$ cat src/rtl/ddfs_pkg.sv
// Shared types and elaboration helpers for the multi-channel DDFS.
package ddfs_pkg;

  typedef enum logic [1:0] {
    SINE   = 2'd0,
    SQUARE = 2'd1,
    SAW    = 2'd2,
    TRI    = 2'd3
  } mode_t;

  function automatic int mid_val(int out_w);
    return 1 << (out_w - 1);
  endfunction

  // Channel-select width, never narrower than one bit.
  function automatic int ch_width(int nch);
    return (nch > 1) ? $clog2(nch) : 1;
  endfunction

endpackage

$ cat src/rtl/ddfs_sine_lut.sv
// Quarter-wave sine ROM with quadrant mirroring/sign; its output register is
// the second pipeline stage and also carries the non-sine waveforms.
module ddfs_sine_lut
  import ddfs_pkg::*;
#(
  parameter int OUT_W  = 8,
  parameter int LUT_AW = 8
) (
  input  logic              clk,
  input  logic              rst_n,
  input  logic [LUT_AW-1:0] phase,
  input  logic [OUT_W-1:0]  alt,
  input  logic              sel_alt,
  output logic [OUT_W-1:0]  sample
);

  localparam int QN = 1 << (LUT_AW - 2);
  localparam logic [OUT_W-1:0] MID = OUT_W'(mid_val(OUT_W));

  // round((MID-1) * sin(pi/2 * j/QN)) via a Taylor series evaluated at elaboration.
  function automatic int q_of(int j);
    real x, term, s;
    x    = 3.14159265358979323846 * real'(j) / real'(2 * QN);
    term = x;
    s    = x;
    for (int i = 1; i < 12; i++) begin
      term = -term * x * x / real'((2 * i) * (2 * i + 1));
      s    = s + term;
    end
    return $rtoi(real'(mid_val(OUT_W) - 1) * s + 0.5);
  endfunction

  logic [OUT_W-1:0] rom [QN+1];

  for (genvar j = 0; j <= QN; j++) begin : g_rom
    localparam logic [OUT_W-1:0] QV = OUT_W'(q_of(j));
    assign rom[j] = QV;
  end

  logic [1:0]        quad;
  logic [LUT_AW-3:0] m;
  logic [LUT_AW-2:0] idx;
  logic [OUT_W-1:0]  q;
  logic [OUT_W-1:0]  sine;

  assign quad = phase[LUT_AW-1 -: 2];
  assign m    = phase[LUT_AW-3:0];
  // Odd quadrants run the table backwards; m = 0 lands on the peak entry QN.
  assign idx  = quad[0] ? ((LUT_AW-1)'(QN) - {1'b0, m}) : {1'b0, m};
  assign q    = rom[idx];
  assign sine = quad[1] ? (MID - q) : (MID + q);

  // S2: registered waveform sample
  always_ff @(posedge clk or negedge rst_n) begin
    if (!rst_n) begin
      sample <= MID;
    end else begin
      sample <= sel_alt ? alt : sine;
    end
  end

endmodule

$ cat src/rtl/ddfs_mc.sv
// Multi-channel DDFS: per-channel shadow/active config, phase accumulator,
// phase-offset stage (S1) and waveform stage (S2) with a coherent commit.
module ddfs_mc
  import ddfs_pkg::*;
#(
  parameter int NCH    = 2,
  parameter int ACC_W  = 23,
  parameter int OUT_W  = 8,
  parameter int LUT_AW = 8
) (
  input  logic                     clk,
  input  logic                     rst_n,
  input  logic                     cfg_we,
  input  logic [ch_width(NCH)-1:0] cfg_ch,
  input  logic [ACC_W-1:0]         cfg_fcw,
  input  logic [ACC_W-1:0]         cfg_poff,
  input  logic [1:0]               cfg_mode,
  input  logic                     cfg_commit,
  input  logic                     sync,
  input  logic                     enable,
  output logic [NCH*OUT_W-1:0]     outp,
  output logic [NCH-1:0]           wrap
);

  localparam int CH_W = ch_width(NCH);
  // Only the top phase bits feed any waveform, so only those are pipelined.
  localparam int PW   = (LUT_AW > OUT_W + 1) ? LUT_AW : OUT_W + 1;

  for (genvar c = 0; c < NCH; c++) begin : g_ch
    logic [ACC_W-1:0] sh_fcw, sh_poff, act_fcw, act_poff, acc;
    mode_t            sh_mode, act_mode;
    logic             wr_acc;
    logic [ACC_W:0]   sum;
    logic [ACC_W-1:0] phase;
    logic             hit;
    logic [PW-1:0]    ph_p1;
    mode_t            mode_p1;
    logic             wrap_p1;
    logic             wrap_p2;
    logic [OUT_W-1:0] t, r, alt;
    logic             sel_alt;

    assign hit   = cfg_we && (cfg_ch == CH_W'(c));
    assign sum   = {1'b0, acc} + {1'b0, act_fcw};
    assign phase = acc + act_poff;

    // Commit takes the shadow, or the same-cycle write when it targets this channel.
    always_ff @(posedge clk or negedge rst_n) begin
      if (!rst_n) begin
        sh_fcw   <= '0;
        sh_poff  <= '0;
        sh_mode  <= SINE;
        act_fcw  <= '0;
        act_poff <= '0;
        act_mode <= SINE;
      end else begin
        if (hit) begin
          sh_fcw  <= cfg_fcw;
          sh_poff <= cfg_poff;
          sh_mode <= mode_t'(cfg_mode);
        end
        if (cfg_commit) begin
          act_fcw  <= hit ? cfg_fcw : sh_fcw;
          act_poff <= hit ? cfg_poff : sh_poff;
          act_mode <= hit ? mode_t'(cfg_mode) : sh_mode;
        end
      end
    end

    always_ff @(posedge clk or negedge rst_n) begin
      if (!rst_n) begin
        acc    <= '0;
        wr_acc <= 1'b0;
      end else if (sync) begin
        acc    <= '0;
        wr_acc <= 1'b0;
      end else if (enable) begin
        acc    <= sum[ACC_W-1:0];
        wr_acc <= sum[ACC_W];
      end else begin
        wr_acc <= 1'b0;
      end
    end

    // S1: offset phase, mode and wrap flag
    always_ff @(posedge clk or negedge rst_n) begin
      if (!rst_n) begin
        ph_p1   <= '0;
        mode_p1 <= SINE;
        wrap_p1 <= 1'b0;
      end else begin
        ph_p1   <= phase[ACC_W-1 -: PW];
        mode_p1 <= act_mode;
        wrap_p1 <= wr_acc;
      end
    end

    assign t = ph_p1[PW-1 -: OUT_W];
    assign r = ph_p1[PW-2 -: OUT_W];

    always_comb begin
      alt     = '0;
      sel_alt = 1'b1;
      unique case (mode_p1)
        SQUARE:  alt = ph_p1[PW-1] ? '0 : '1;
        SAW:     alt = t;
        TRI:     alt = ph_p1[PW-1] ? ~r : r;
        default: sel_alt = 1'b0;
      endcase
    end

    ddfs_sine_lut #(
      .OUT_W  (OUT_W),
      .LUT_AW (LUT_AW)
    ) u_lut (
      .clk     (clk),
      .rst_n   (rst_n),
      .phase   (ph_p1[PW-1 -: LUT_AW]),
      .alt     (alt),
      .sel_alt (sel_alt),
      .sample  (outp[c*OUT_W +: OUT_W])
    );

    // S2: wrap flag aligned with the sample
    always_ff @(posedge clk or negedge rst_n) begin
      if (!rst_n) begin
        wrap_p2 <= 1'b0;
      end else begin
        wrap_p2 <= wrap_p1;
      end
    end

    assign wrap[c] = wrap_p2;
  end

endmodule
$ cat config.mk
export PLATFORM = sky130hd
export DESIGN_NAME = ddfs_mc
export DESIGN_NICKNAME = d
export VERILOG_FILES = /design/src/rtl/ddfs_pkg.sv /design/src/rtl/ddfs_sine_lut.sv /design/src/rtl/ddfs_mc.sv
export SDC_FILE = /design/constraint.sdc
export NUM_CORES = 1
export LEC_CHECK = 0
export ABC_AREA = 1
export BUFFER_PORTS_ARGS = -buffer_cell sky130_fd_sc_hd__buf_2
export CAP_MARGIN = 20
export CORE_MARGIN = 2
export CORE_UTILIZATION = 45
export DETAILED_ROUTE_END_ITERATION = 8
export GPL_TIMING_DRIVEN = 0
export PLACE_DENSITY = 0.68
export SLEW_MARGIN = 20
export SYNTH_ARGS = -nofsm -noshare
export SYNTH_HDL_FRONTEND = slang
export SYNTH_SLANG_ARGS = --single-unit
export TNS_END_PERCENT = 100
$ cat constraint.sdc
create_clock -name clk -period 2.7 [get_ports clk]
set_clock_uncertainty 0.15 [all_clocks]
set_input_delay 0.54 -clock clk [delete_from_list [all_inputs] [get_ports clk]]
set_output_delay 0.54 -clock clk [all_outputs]
set_load 0.05 [all_outputs]
* Word level (Yosys, flattened, before mapping)
Memories as Yosys holds them, arrays and structs flattened.
Cells that the tools add are included.
** Word-level totals
- Output and inout port bits :: 18
- Register bits after elaboration :: 282
- Memories :: 2
- Input port bits :: 55
- Word-level logic and storage cells :: 88
- Memory bits (read-only) :: 2048
** Memory list
- (name not given) :: words 128, width 8, read ports 1, clocked after Yosys merged registers in 0, write ports 0, RTL line ddfs_sine_lut.sv:50 : assign q = rom[idx];
- (name not given) :: words 128, width 8, read ports 1, clocked after Yosys merged registers in 0, write ports 0, RTL line ddfs_sine_lut.sv:50
** Operators by class
- Mux-type cells :: 32
- Bitwise gates (word level) :: 5
- Reduce and logical (&&, ||, !) cells :: 5
- Add/subtract/negate cells :: 10
- Equal/unequal tests :: 6
- Order comparisons :: 2
** Operators with widths (count)
- 23-bit 2-to-1 mux :: 8
- 8-bit 2-to-1 mux :: 12
- 23-bit by 23-bit adder with 24-bit output :: 2
- 8-bit case mux with 3 select lines :: 2
- 23-bit adder :: 2
- 8-bit adder (first input constant) :: 2
- 8-bit >= comparator (second input constant) :: 2
- 7-bit inverter with 8-bit output :: 2
- 8-bit inverter :: 2
- 8-bit subtractor (first input constant) :: 2
- 7-bit 2-to-1 mux :: 2
- 7-bit by 6-bit subtractor with 7-bit output (first input constant) :: 2
- 2-bit equality test (second input constant) :: 4
- 1-bit 2-to-1 mux :: 6
- 3-bit OR reduction :: 2
- 2-bit by 1-bit equality test with 1-bit output (second input constant) :: 2
- 2-bit 2-to-1 mux :: 2
- 1-bit logical AND :: 2
- 2-bit nonzero test :: 1
- 1-bit inverter :: 1

* Logic depth before layout (Yosys ltp)
Gate-level depths: netlist of the first run.
- Word-level depth :: 9
- Mapped depth :: 23

* Hierarchy
A second synthesis of the first run with hierarchy kept.
** Second synthesis, totals
- Cells, all modules :: 2446
- Area total of the unflattened synthesis :: 18203.7 sq um
** Modules (own cells, without submodules)
- ddfs_mc :: instances 1, cells each 1953, seq. area each 6656.4 sq um, area an instance 15327.2 sq um
- ddfs_sine_lut at g_ch[1].u_lut :: instances 1, cells each 250, seq. area each 201.4 sq um, area an instance 1462.7 sq um
- ddfs_sine_lut at g_ch[0].u_lut :: instances 1, cells each 243, seq. area each 201.4 sq um, area an instance 1413.9 sq um

* Worst setup path after synthesis of the first run
No wires, ideal clock.
- Kind :: reg2reg
- From :: register g_ch[1].ph_p1[1]
- To :: register g_ch[1].u_lut.sample[4]
- Required time :: 2.420 ns
- Stages on the path, launching flop included :: 20
- Slack :: -0.135 ns
- Setup time :: 0.130 ns
- Path buffers :: 0
- Arrival :: 2.555 ns
- Cells stage by stage :: dfrtp_1 > inv_2 > ha_1 > nand2_1 > nand2_1 > ha_1 > inv_1 > nand3_1 > nand2_1 > nand2_1 > nand3_1 > a21oi_1 > nand2_1 > inv_1 > ha_1 > inv_1 > nor2_1 > nand2_1 > a21oi_1 > o21ai_0
** On the way
- Cells in the longest elaborated chain, start to end :: 9
- Elaborated cells between the ends (all ways) :: 10
- Those cells by class :: add/sub: 3; mux: 5; bitwise: 1; memory: 1
** Ends and longest elaborated chain
- start: declaration :: RTL line ddfs_mc.sv:36 : logic [PW-1:0] ph_p1;
- start signal: assignment :: RTL line ddfs_mc.sv:92 : ph_p1 <= phase[ACC_W-1 -: PW];
- 7-bit by 6-bit subtractor with 7-bit output :: RTL line ddfs_sine_lut.sv:49 : assign idx = quad[0] ? ((LUT_AW-1)'(QN) - {1'b0, m}) : {1'b0, m};
- 7-bit 2-to-1 mux (*) :: RTL line ddfs_sine_lut.sv:49
- 7-bit inverter with 8-bit output (implied by the code) (*) :: RTL line ddfs_sine_lut.sv:50
- memory read 128 x 8 bit (*)
- 8-bit 2-to-1 mux (implied by the code) (*) (2 in a row) :: RTL line ddfs_sine_lut.sv:50
- 8-bit adder or 8-bit subtractor (tied branches) :: RTL line ddfs_sine_lut.sv:51 : assign sine = quad[1] ? (MID - q) : (MID + q);
- 8-bit 2-to-1 mux (*) :: RTL line ddfs_sine_lut.sv:51
- 8-bit 2-to-1 mux (*) :: RTL line ddfs_sine_lut.sv:58 : sample <= sel_alt ? alt : sine;
- end signal: assignment :: RTL line ddfs_sine_lut.sv:58
- end: declaration :: RTL line ddfs_sine_lut.sv:14 : output logic [OUT_W-1:0] sample
Every way passes the cells marked *; elsewhere a longest branch is shown, timed or not. The select of a mux whose other input is x is not followed.
A chain may end at the register's enable or synchronous reset.

* Worst setup path in the final report of the first run
- From :: register g_ch[1].ph_p1[2]
- To :: register g_ch[1].u_lut.sample[4]
Same word-level chain as after synthesis.

==> results of run 1 <==
==> where the power goes <==
group	switching (W)	internal, W	leakage [nW]
Sequential	0.000598	0.00507	3.53
Clock	0.00180	0.00271	0.528
Combinational	0.00702	0.00409	5.31
==> sequential cells by signal, summed over array words and instances (netlist names) <==
register           count
g_ch.acc              46
g_ch.act_fcw          46
g_ch.act_mode          4
g_ch.act_poff         46
g_ch.mode_p1           4
g_ch.ph_p1            18
g_ch.sh_fcw           46
g_ch.sh_mode           4
g_ch.sh_poff          46
g_ch.u_lut.sample     16
g_ch.wr_acc            2
g_ch.wrap_p1           2
g_ch.wrap_p2           2
==> metal layers <==
layer  global-route usage (%)  vias up  share of wire (%)
met5                        0        -                  0
met4                    6.614        0                2.7
met3                    2.697       69                5.0
met2                    38.34      416                 45
met1                    34.42     6504                 47
li1                         -     6687                  -
==> per-stage QoR <==
step,power [W],util (%)
2_1_floorplan,0.01272,-
3_3_place_gp,0.01482,48.15
3_5_place_dp,0.01495,48.41
4_1_cts,0.01998,52.06
5_1_grt,0.02290,53.27
6_report,0.02128,53.27
==> layout by cell type, fill, tap and decap left out, drive strengths merged, types with 2 or more instances in the layout <==
master	n
a211oi	3
a21boi	3
a21o	7
a21oi	134
a221oi	3
a22o	2
a22oi	3
a31o	2
a31oi	3
a32o	3
buf	112
bufinv	5
clkbuf	79
clkinv	10
clkinvlp	4
dfrtp	280
dfstp	2
fa	2
ha	102
inv	164
mux2	94
nand2	524
nand3	112
nand3b	3
nand4	12
nor2	106
nor3	22
nor4	4
o211a	2
o211ai	4
o21a	3
o21ai	200
o21bai	8
o22ai	2
o31ai	7
or2	3
xnor2	9
xor2	25
==> cell families after synthesis <==
group	count (synthesis)
flip-flops	282
AND/OR/NAND/NOR	788
XOR/XNOR	34
adder cells (fa/ha/maj)	104
multiplexers	94
AO/OA/AOI/OAI	390
buffers and inverters	222
==> critical path: stages, from the launching register on <==
cell     delay, ns
dfrtp_2       0.44
inv_4         0.11
ha_4          0.22
nand2_4       0.07
nand2_4       0.07
ha_4          0.24
nand2_2       0.10
nand3_1       0.08
nand3_1       0.08
nand2_1       0.06
nand2_1       0.05
nand2_1       0.09
nor2_4        0.14
ha_2          0.19
inv_2         0.04
nor2_4        0.12
nand2_2       0.08
a21oi_1       0.13
o21ai_1       0.07
==> final cells by class <==
class / count / share of cell area [%]
multi-input combinational: 1410 / 45.35
sequential: 282 / 37.47
clock buffer: 38 / 4.512
inverter: 166 / 3.424
timing repair buffer: 98 / 3.378
tap: 461 / 3.059
buffer: 56 / 1.546
clock inverter: 17 / 1.267
==> how the worst max path moves through the flow <==
stage / end / cells past startpoint / slack (ns)
2_1_floorplan: g_ch[1].u_lut.sample[4] / 19 / 0.01
3_3_place_gp: g_ch[1].ph_p1[1] / 1 / -4.58
3_5_place_dp: g_ch[0].u_lut.sample[6] / 19 / -0.66
4_1_cts: g_ch[0].u_lut.sample[6] / 19 / 0.002
5_1_grt: g_ch[1].u_lut.sample[4] / 20 / -0.11
6_report: g_ch[1].u_lut.sample[4] / 18 / 0.05
==> repair_timing <==
item / 4_1_cts / 5_1_grt
setup endpoints to repair: 16 / 34
hold buffers: 1 / 0
setup buffers: 14 / 10
pin swaps: 8 / 32
endpoints found under the hold margin: 62 / 0
resized for setup: 27 / 93
==> impl_metrics.env, run 1 <==
export IMPL_drt_antenna_violating_nets=0
export IMPL_reg2reg_depth=18
export IMPL_relSlewSlack_pct=38.98
export IMPL_nFillCells=3271
export IMPL_synth_ff_type="dfrtp_1"
export IMPL_synthSimpleGateAreaFrac_pct=20.66
export IMPL_path_clk_slew_ns=0.06
export IMPL_synth_xor_area_share_pct=1.850
export IMPL_totalWireLength_um=44230
export IMPL_post_route_period_util_pct=98.31
export IMPL_yosysSeqAreaShare_pct=43.86
export IMPL_synthCells=1914
export IMPL_portBuffers=70
export IMPL_setup_viol_count_final=0
export IMPL_gp_congestion=0.9252
export IMPL_die_area_mm2=0.03730
export IMPL_avgSynthCellArea_um2=8.410
export IMPL_power_leakage_nw=9.371
export IMPL_area_growth_pct=17.14
export IMPL_wire_per_inst_um=17.49
export IMPL_synthArstFlopShare_pct=100.0
export IMPL_r2r_end="g_ch[1].u_lut.sample[4]"
export IMPL_rsz0062_at_grt="yes"
export IMPL_yosys_warnings=0
export IMPL_yosys_top_cells_count="nand2_1 (512), dfrtp_1 (280), o21ai_0 (195)"
export IMPL_grt_pass1_wl_um=70220
export IMPL_io_pins=73
export IMPL_status="completed"
export IMPL_syn_nets=2073
export IMPL_tightestPinTransition_ns=0.9153
export IMPL_yosys_cell_types_count=53
export IMPL_overflow=0
export IMPL_synth_most_common_cell="nand2_1"
export IMPL_maxCapViolCount=0
export IMPL_dpl_cell_area_mm2=0.01714
export IMPL_endpoint_kind="flop"
export IMPL_rr_startpoint="g_ch[1].ph_p1[2]"
export IMPL_place_inst=2448
export IMPL_fin_nets=2203
export IMPL_fin_crit_ns=2.654
export IMPL_cts_buffers=30
export IMPL_clock_sinks=282
export IMPL_p_per_area_mw_per_mm2=1129
export IMPL_synth_top_area_cell="dfrtp_1"
export IMPL_grt_pass1_vias=13140
export IMPL_cts_tree="yes"
export IMPL_synthTopCellsByArea="dfrtp_1 (44%), nand2_1 (12%), ha_1 (7.9%)"
export IMPL_chipWidth_um=193.1
export IMPL_synth_top_family_by_area="simple AND/OR/NAND/NOR gates"
export IMPL_grtUsageTotal_pct=23.92
export IMPL_core_area_mm2=0.03540
export IMPL_hold_class="in -> reg"
export IMPL_synth_area_mux_share_pct=6.576
export IMPL_cts_path_max_buffers=3
export IMPL_synth_fa_ha_area_share_pct=8.177
export IMPL_crit_type="reg -> reg"
export IMPL_hold_depth=3
export IMPL_via_per_inst=5.410
export IMPL_holdPathEnd="g_ch[0].sh_poff[2]"
export IMPL_hold_viol=0
export IMPL_synth_top_area_share_pct=43.53
export IMPL_grt_max_degree=76
export IMPL_whs_ns=0.1501
export IMPL_final_design_area_no_fill_mm2=0.01886
export IMPL_antennaDiodeCount=0
export IMPL_clk_latency_ns=0.57
export IMPL_synth_edf_count=0
export IMPL_required_ns=2.97
export IMPL_worst_endpoint_arrival_ns=2.93
export IMPL_die_h_um=193.1
export IMPL_multiInputGateArea_mm2=0.008551
export IMPL_dr_pass1_iters=5
export IMPL_layout_drive_gt1_share_pct=18.72
export IMPL_start_util_pct=45.48
export IMPL_critical_path_max_fanout=5
export IMPL_hpwl_um=33180
export IMPL_drc=0
export IMPL_ys_ff_latch=282
export IMPL_fmax_ghz=0.3767
export IMPL_hp_start="cfg_poff[2]"
export IMPL_setup_worst_path_start_class="flop"
export IMPL_seqCellArea_mm2=0.007064
export IMPL_vias=13680
export IMPL_place_ws_ns=-0.6606
export IMPL_antenna_found_initial=0
export IMPL_final_cells=2528
export IMPL_setup_ws_ns=0.04562
export IMPL_max_vdd_ir_drop_mv=1.099
export IMPL_crit_start="g_ch[1].ph_p1[2]"
export IMPL_drt_iter0_markers=952
export IMPL_syn_area_mm2=0.01610
export IMPL_ctsHtreeMaxLevel=1
export IMPL_r2r_slack_ns=0.05
export IMPL_timing_setup_tns_ns=0
export IMPL_cts_root_buffer_cell="clkbuf_16"
export IMPL_drv_slew=0
export IMPL_synth_compound_area_share_pct=13.19
export IMPL_rows=69
(Power assumes the default switching activity.)
==> run 2: changes to the inputs <==
--- a/config.mk
+++ b/config.mk
@@ -8,11 +8,10 @@
 export ABC_AREA = 1
 export BUFFER_PORTS_ARGS = -buffer_cell sky130_fd_sc_hd__buf_2
 export CAP_MARGIN = 20
-export CORE_MARGIN = 2
 export CORE_UTILIZATION = 45
 export DETAILED_ROUTE_END_ITERATION = 8
 export GPL_TIMING_DRIVEN = 0
-export PLACE_DENSITY = 0.68
+export PLACE_DENSITY = 0.65
 export SLEW_MARGIN = 20
 export SYNTH_ARGS = -nofsm -noshare
 export SYNTH_HDL_FRONTEND = slang
==> constraint.sdc (replaced) <==
create_clock -name clk -period 2.6 [get_ports clk]
set_clock_uncertainty 0.15 [all_clocks]
set_input_delay 0.52 -clock clk [delete_from_list [all_inputs] [get_ports clk]]
set_output_delay 0.52 -clock clk [all_outputs]
set_load 0.05 [all_outputs]
==> impl_metrics.env, run 2 (same netlist as run 1, synthesis figures left out) <==
export IMPL_relSlewSlack_pct=40.28
export IMPL_whs_ns=0.1546
export IMPL_via_per_inst=5.436
export IMPL_worstPathCellList="inv_4 > ha_4 > nand2_4 > nand2_4 > ha_4 > nand2_4 > nand3_1 > nand3_1 > nand2_1 > nand2_1 > nand2_2 > nor2_4 > ha_4 > inv_2 > nor2_4 > nand2_2 > a21oi_2 > o21ai_2"
export IMPL_antennaDiodeCount=0
export IMPL_rows=68
export IMPL_grt_pass1_wl_um=69280
export IMPL_tightestPinTransition_ns=0.8957
export IMPL_totalWireLength_um=44130
export IMPL_hpwl_um=32700
export IMPL_start_util_pct=46.14
export IMPL_clock_sinks=282
export IMPL_cts_buffers=30
export IMPL_power_leakage_nw=9.591
export IMPL_cts_tree="yes"
export IMPL_wire_per_inst_um=17.35
export IMPL_place_ws_ns=-0.5120
export IMPL_setup_worst_path_start_class="flop"
export IMPL_dr_pass1_iters=5
export IMPL_die_area_mm2=0.03653
export IMPL_drt_antenna_violating_nets=0
export IMPL_overflow=0
export IMPL_die_h_um=191.1
export IMPL_rsz0062_at_grt="yes"
export IMPL_worst_endpoint_arrival_ns=2.87
export IMPL_hold_class="in -> reg"
export IMPL_chipWidth_um=191.1
export IMPL_fin_total_pwr_w=0.02355
export IMPL_fin_crit_ns=2.598
export IMPL_ctsHtreeMaxLevel=1
export IMPL_reg2reg_depth=18
export IMPL_layout_drive_gt1_share_pct=20.87
export IMPL_final_common_cell="nand2_1"
export IMPL_path_buf_inv=2
export IMPL_drc=0
export IMPL_io_pins=73
export IMPL_cp_slowest_cell="dfrtp_2"
export IMPL_portBuffers=70
export IMPL_maxCapViolCount=0
export IMPL_area_growth_pct=19.92
export IMPL_cts_root_buffer_cell="clkbuf_16"
export IMPL_path_clk_slew_ns=0.06
export IMPL_cpPeakStageDelay_ns=0.44
export IMPL_hold_viol=0
export IMPL_grt_max_degree=102
export IMPL_crit_type="reg -> reg"
export IMPL_grtUsageTotal_pct=24.10
export IMPL_core_area_mm2=0.03488
export IMPL_required_ns=2.87
export IMPL_fin_nets=2224
export IMPL_post_route_period_util_pct=99.91
export IMPL_drv_slew=0
export IMPL_setup_viol_count_final=0
export IMPL_layout_common_cells="nand2_1 (479), dfrtp_1 (276), o21ai_0 (181), inv_1 (138), a21oi_1 (124)"
export IMPL_endpoint_kind="flop"
export IMPL_fmax_ghz=0.3850
export IMPL_timing_setup_tns_ns=0
export IMPL_drt_iter0_markers=891
export IMPL_worst_path_stages=18
export IMPL_cp_top_family="simple AND/OR/NAND/NOR gates"
export IMPL_max_vdd_ir_drop_mv=1.078
export IMPL_place_inst=2441
export IMPL_vias=13830
export IMPL_antenna_found_initial=0
export IMPL_status="completed"
export IMPL_final_cells=2544
export IMPL_hold_depth=3
export IMPL_clk_latency_ns=0.56
export IMPL_critical_path_max_fanout=4
export IMPL_cts_path_max_buffers=3
export IMPL_grt_pass1_vias=13030
export IMPL_setup_ws_ns=0.002401
export IMPL_nFillCells=3163
export IMPL_gp_congestion=0.8818
export IMPL_p_per_area_mw_per_mm2=1220
-- run 2: cell count changes in the layout (fill, tap and decap cells not counted), sizes merged --
cell,previous run,this run
buf,112,131
bufinv,5,7
clkbuf,79,88
clkinv,10,6
clkinvlp,4,2
inv,164,162
-- run 2: layout make-up --
type | count | area (µm²) | area share, %
Clock buffer | 45 | 938.4 | 4.861
Inverter | 166 | 648.1 | 3.358
Tap cell | 455 | 569.3 | 2.949
Clock inverter | 11 | 235.2 | 1.219
Timing Repair Buffer | 119 | 833.3 | 4.317
Sequential cell | 282 | 7064 | 36.60
Buffer | 56 | 302.8 | 1.569
Multi-Input combinational cell | 1410 | 8712 | 45.13
-- run 2: path summary, 6_finish.rpt --
| kind | startpoint | end | slack (ns) |
|---|---|---|---|
| setup / recovery | g_ch[1].ph_p1[2] | g_ch[1].u_lut.sample[4] | 0.002 |
| hold / removal | cfg_poff[8] | g_ch[0].sh_poff[8] | 0.15 |
| setup reg to reg | g_ch[1].ph_p1[2] | g_ch[1].u_lut.sample[4] | 0.002 |
| hold reg to reg | g_ch[0].wrap_p1 | g_ch[0].wrap_p2 | 0.20 |
| max in group asynchronous | rst_n | g_ch[1].act_fcw[12] | 0.48 |
| min in group asynchronous | rst_n | g_ch[0].u_lut.sample[6] | 0.39 |
-- run 2: per-stage QoR --
step	util [%]	cell area [µm²]
global route	55.34	19300
finish	55.34	19300
detailed placement	49.18	17150
CTS	53.41	18630
floorplan	-	16170
global placement	48.99	17090
-- run 2: repair_timing --
item / CTS / global route
buffers inserted: 23 / 21
hold endpoints to repair: 88 / 0
pin swaps: 26 / 53
gates resized for setup: 37 / 122
cloned: 0 / 2
setup endpoints to repair: 17 / 34
hold buffers: 1 / 0
-- run 2: per-layer routing --
metal,vias to the layer above,wire length (µm),track usage [%]
li1,6743,-,-
met1,6639,20890,34.52
met2,372,19980,38.64
met3,76,2138,2.699
met4,0,1120,6.258
met5,-,0,0
-- run 2: tightest hold or removal path: stages --
cell and delay (ns):
buf_2 0.09, inv_1 0.07, o21ai_0 0.11
-- run 2: power breakdown --
part	leakage [nW]	switching, W	total [W]	internal (W)
sequential	3.53	0.000618	0.00588	0.00526
combinational	5.49	0.00778	0.0127	0.00492
clock	0.572	0.00179	0.00496	0.00317
==> run 3: changes to the inputs <==
--- a/config.mk
+++ b/config.mk
@@ -7,7 +7,6 @@
 export LEC_CHECK = 0
 export ABC_AREA = 1
 export BUFFER_PORTS_ARGS = -buffer_cell sky130_fd_sc_hd__buf_2
-export CAP_MARGIN = 20
 export CORE_UTILIZATION = 45
 export DETAILED_ROUTE_END_ITERATION = 8
 export GPL_TIMING_DRIVEN = 0
==> constraint.sdc (replaced) <==
create_clock -name clk -period 2.6 [get_ports clk]
set_clock_uncertainty 0.15 [all_clocks]
set_input_delay 0.78 -clock clk [delete_from_list [all_inputs] [get_ports clk]]
set_output_delay 0.78 -clock clk [all_outputs]
set_load 0.05 [all_outputs]
==> impl_metrics.env, run 3 (same netlist as run 1, synthesis figures left out) <==
export IMPL_status="finished with violations"
export IMPL_violations="setup timing"
export IMPL_utilization_pct=55.34
export IMPL_setup_viol_count_final=2
export IMPL_r2r_slack_ns=-0.001
export IMPL_drv_slew=0
export IMPL_clk_latency_ns=0.56
export IMPL_setup_worst_path_start_class="flop"
export IMPL_power_leakage_nw=9.594
export IMPL_via_per_inst=5.439
export IMPL_rsz0062_at_grt="yes"
export IMPL_fmax_ghz=0.3845
export IMPL_portBuffers=70
export IMPL_maxCapViolCount=0
export IMPL_final_common_cell="nand2_1"
export IMPL_grt_pass1_vias=13030
export IMPL_rows=68
export IMPL_antennaDiodeCount=0
export IMPL_path_clk_slew_ns=0.06
export IMPL_relSlewSlack_pct=40.89
export IMPL_grtUsageMet2_pct=38.64
export IMPL_die_h_um=191.1
export IMPL_antenna_found_initial=0
export IMPL_final_cells=2543
export IMPL_drt_iter0_markers=851
export IMPL_nFillCells=3160
export IMPL_layout_common_cells="nand2_1 (479), dfrtp_1 (276), o21ai_0 (181), inv_1 (138), a21oi_1 (124)"
export IMPL_hpwl_um=32700
export IMPL_place_inst=2441
export IMPL_endpoint_kind="flop"
export IMPL_drc=0
export IMPL_area_growth_pct=19.94
export IMPL_worst_endpoint_arrival_ns=2.88
export IMPL_cts_path_max_buffers=3
export IMPL_drt_antenna_violating_nets=0
export IMPL_die_area_mm2=0.03653
export IMPL_grt_max_degree=102
export IMPL_cts_hold_buf=0
export IMPL_chipWidth_um=191.1
export IMPL_crit_type="reg -> reg"
export IMPL_timing_setup_tns_ns=-0.001519
export IMPL_grtUsageTotal_pct=24.10
export IMPL_hold_class="in -> async"
export IMPL_overflow=0
export IMPL_post_route_period_util_pct=100.0
export IMPL_required_ns=2.88
export IMPL_hold_viol=0
export IMPL_grt_pass1_wl_um=69280
export IMPL_start_util_pct=46.14
export IMPL_p_per_area_mw_per_mm2=1221
export IMPL_fin_nets=2223
export IMPL_wire_per_inst_um=17.39
export IMPL_setup_ws_ns=-0.0009781
export IMPL_cts_tree="yes"
export IMPL_clock_sinks=282
export IMPL_place_ws_ns=-0.7017
export IMPL_grt_busiest_layer="met2"
export IMPL_layout_drive_gt1_share_pct=20.93
export IMPL_critical_path_max_fanout=4
export IMPL_fin_crit_ns=2.601
export IMPL_max_vdd_ir_drop_mv=1.082
export IMPL_cts_buffers=30
export IMPL_totalWireLength_um=44220
export IMPL_met3_usage_pct=2.699
export IMPL_dr_pass1_iters=5
export IMPL_fin_total_pwr_w=0.02356
export IMPL_ctsHtreeMaxLevel=1
export IMPL_gp_congestion=0.8818
export IMPL_cts_root_buffer_cell="clkbuf_16"
export IMPL_core_area_mm2=0.03488
export IMPL_tightestPinTransition_ns=0.8867
export IMPL_vias=13830
export IMPL_use_met1_pct=34.52
export IMPL_io_pins=73
-- run 3: changes by cell type in the layout (fill, tap and decap cells not counted) --
cell             change
buf_1                -1
clkdlybuf4s15_1      +1
clkbuf_2             +1
nor2_2               -1
dlygate4sd3_1        -1
nor2_4               +1
clkbuf_1             -1
-- run 3: report_power, final --
group | switching (W) | leakage (nW) | total [W] | internal, W
logic | 0.00780 | 5.49 | 0.0127 | 0.00492
registers | 0.000619 | 3.53 | 0.00588 | 0.00526
clock network | 0.00179 | 0.572 | 0.00496 | 0.00317
-- run 3: cell type report --
| class | count | area [µm²] | share of cell area [%] |
|---|---|---|---|
| flip-flops and latches | 282 | 7064 | 36.59 |
| repair buffers | 118 | 823.3 | 4.264 |
| clock inverters | 11 | 235.2 | 1.218 |
| plain buffers | 56 | 310.3 | 1.607 |
| multi-input cells | 1410 | 8717 | 45.15 |
| well taps | 455 | 569.3 | 2.949 |
| clock buffers | 45 | 938.4 | 4.861 |
| inverters | 166 | 648.1 | 3.357 |
-- run 3: metal layers --
layer  up-vias  part of all wire [%]  routed length (µm)
met5         -                     0                   0
met1      6630                    47               20880
li1       6736                     -                   -
met2       388                    45               19980
met4         0                   2.5                1091
met3        77                   5.1                2262
-- run 3: timing repair --
action	in CTS	in global routing
pin swaps	26	53
setup buffers	23	21
gates cloned	0	2
resized for setup	38	125
setup endpoints to repair	34	43
-- run 3: final timing paths --
path / end / depth (start not counted) / start
worst max-delay path: g_ch[1].u_lut.sample[6] / 18 / g_ch[1].ph_p1[2]
max in group asynchronous: g_ch[1].act_fcw[12] / 3 / rst_n
min in group clk: g_ch[0].wrap_p2 / 0 / g_ch[0].wrap_p1
worst min-delay path: g_ch[0].u_lut.sample[6] / 1 / rst_n
worst min register to register: g_ch[0].wrap_p2 / 0 / g_ch[0].wrap_p1
worst max register to register: g_ch[1].u_lut.sample[6] / 18 / g_ch[1].ph_p1[2]
-- run 3: critical path: stages, from the launching register on --
cell and delay (ns):
dfrtp_2 0.44, inv_4 0.10, ha_4 0.21, nand2_4 0.06, nand2_4 0.06, ha_4 0.26
inv_2 0.06, nand3_2 0.08, nand3_1 0.11, nand3_1 0.13, a21oi_2 0.21, nor2_4 0.06
ha_4 0.16, inv_2 0.06, nor2_4 0.04, nand3_1 0.10, nand2_1 0.06, nand3_1 0.07
nand3_1 0.07
-- run 3: per-stage QoR --
stage,area [µm²],hold WS (ns)
after floorplan,16170,0.1812
after global placement,17090,0.1812
after detailed placement,17150,0.1847
after CTS,18620,0.1146
after global routing,19310,0.1238
final,19310,0.06480
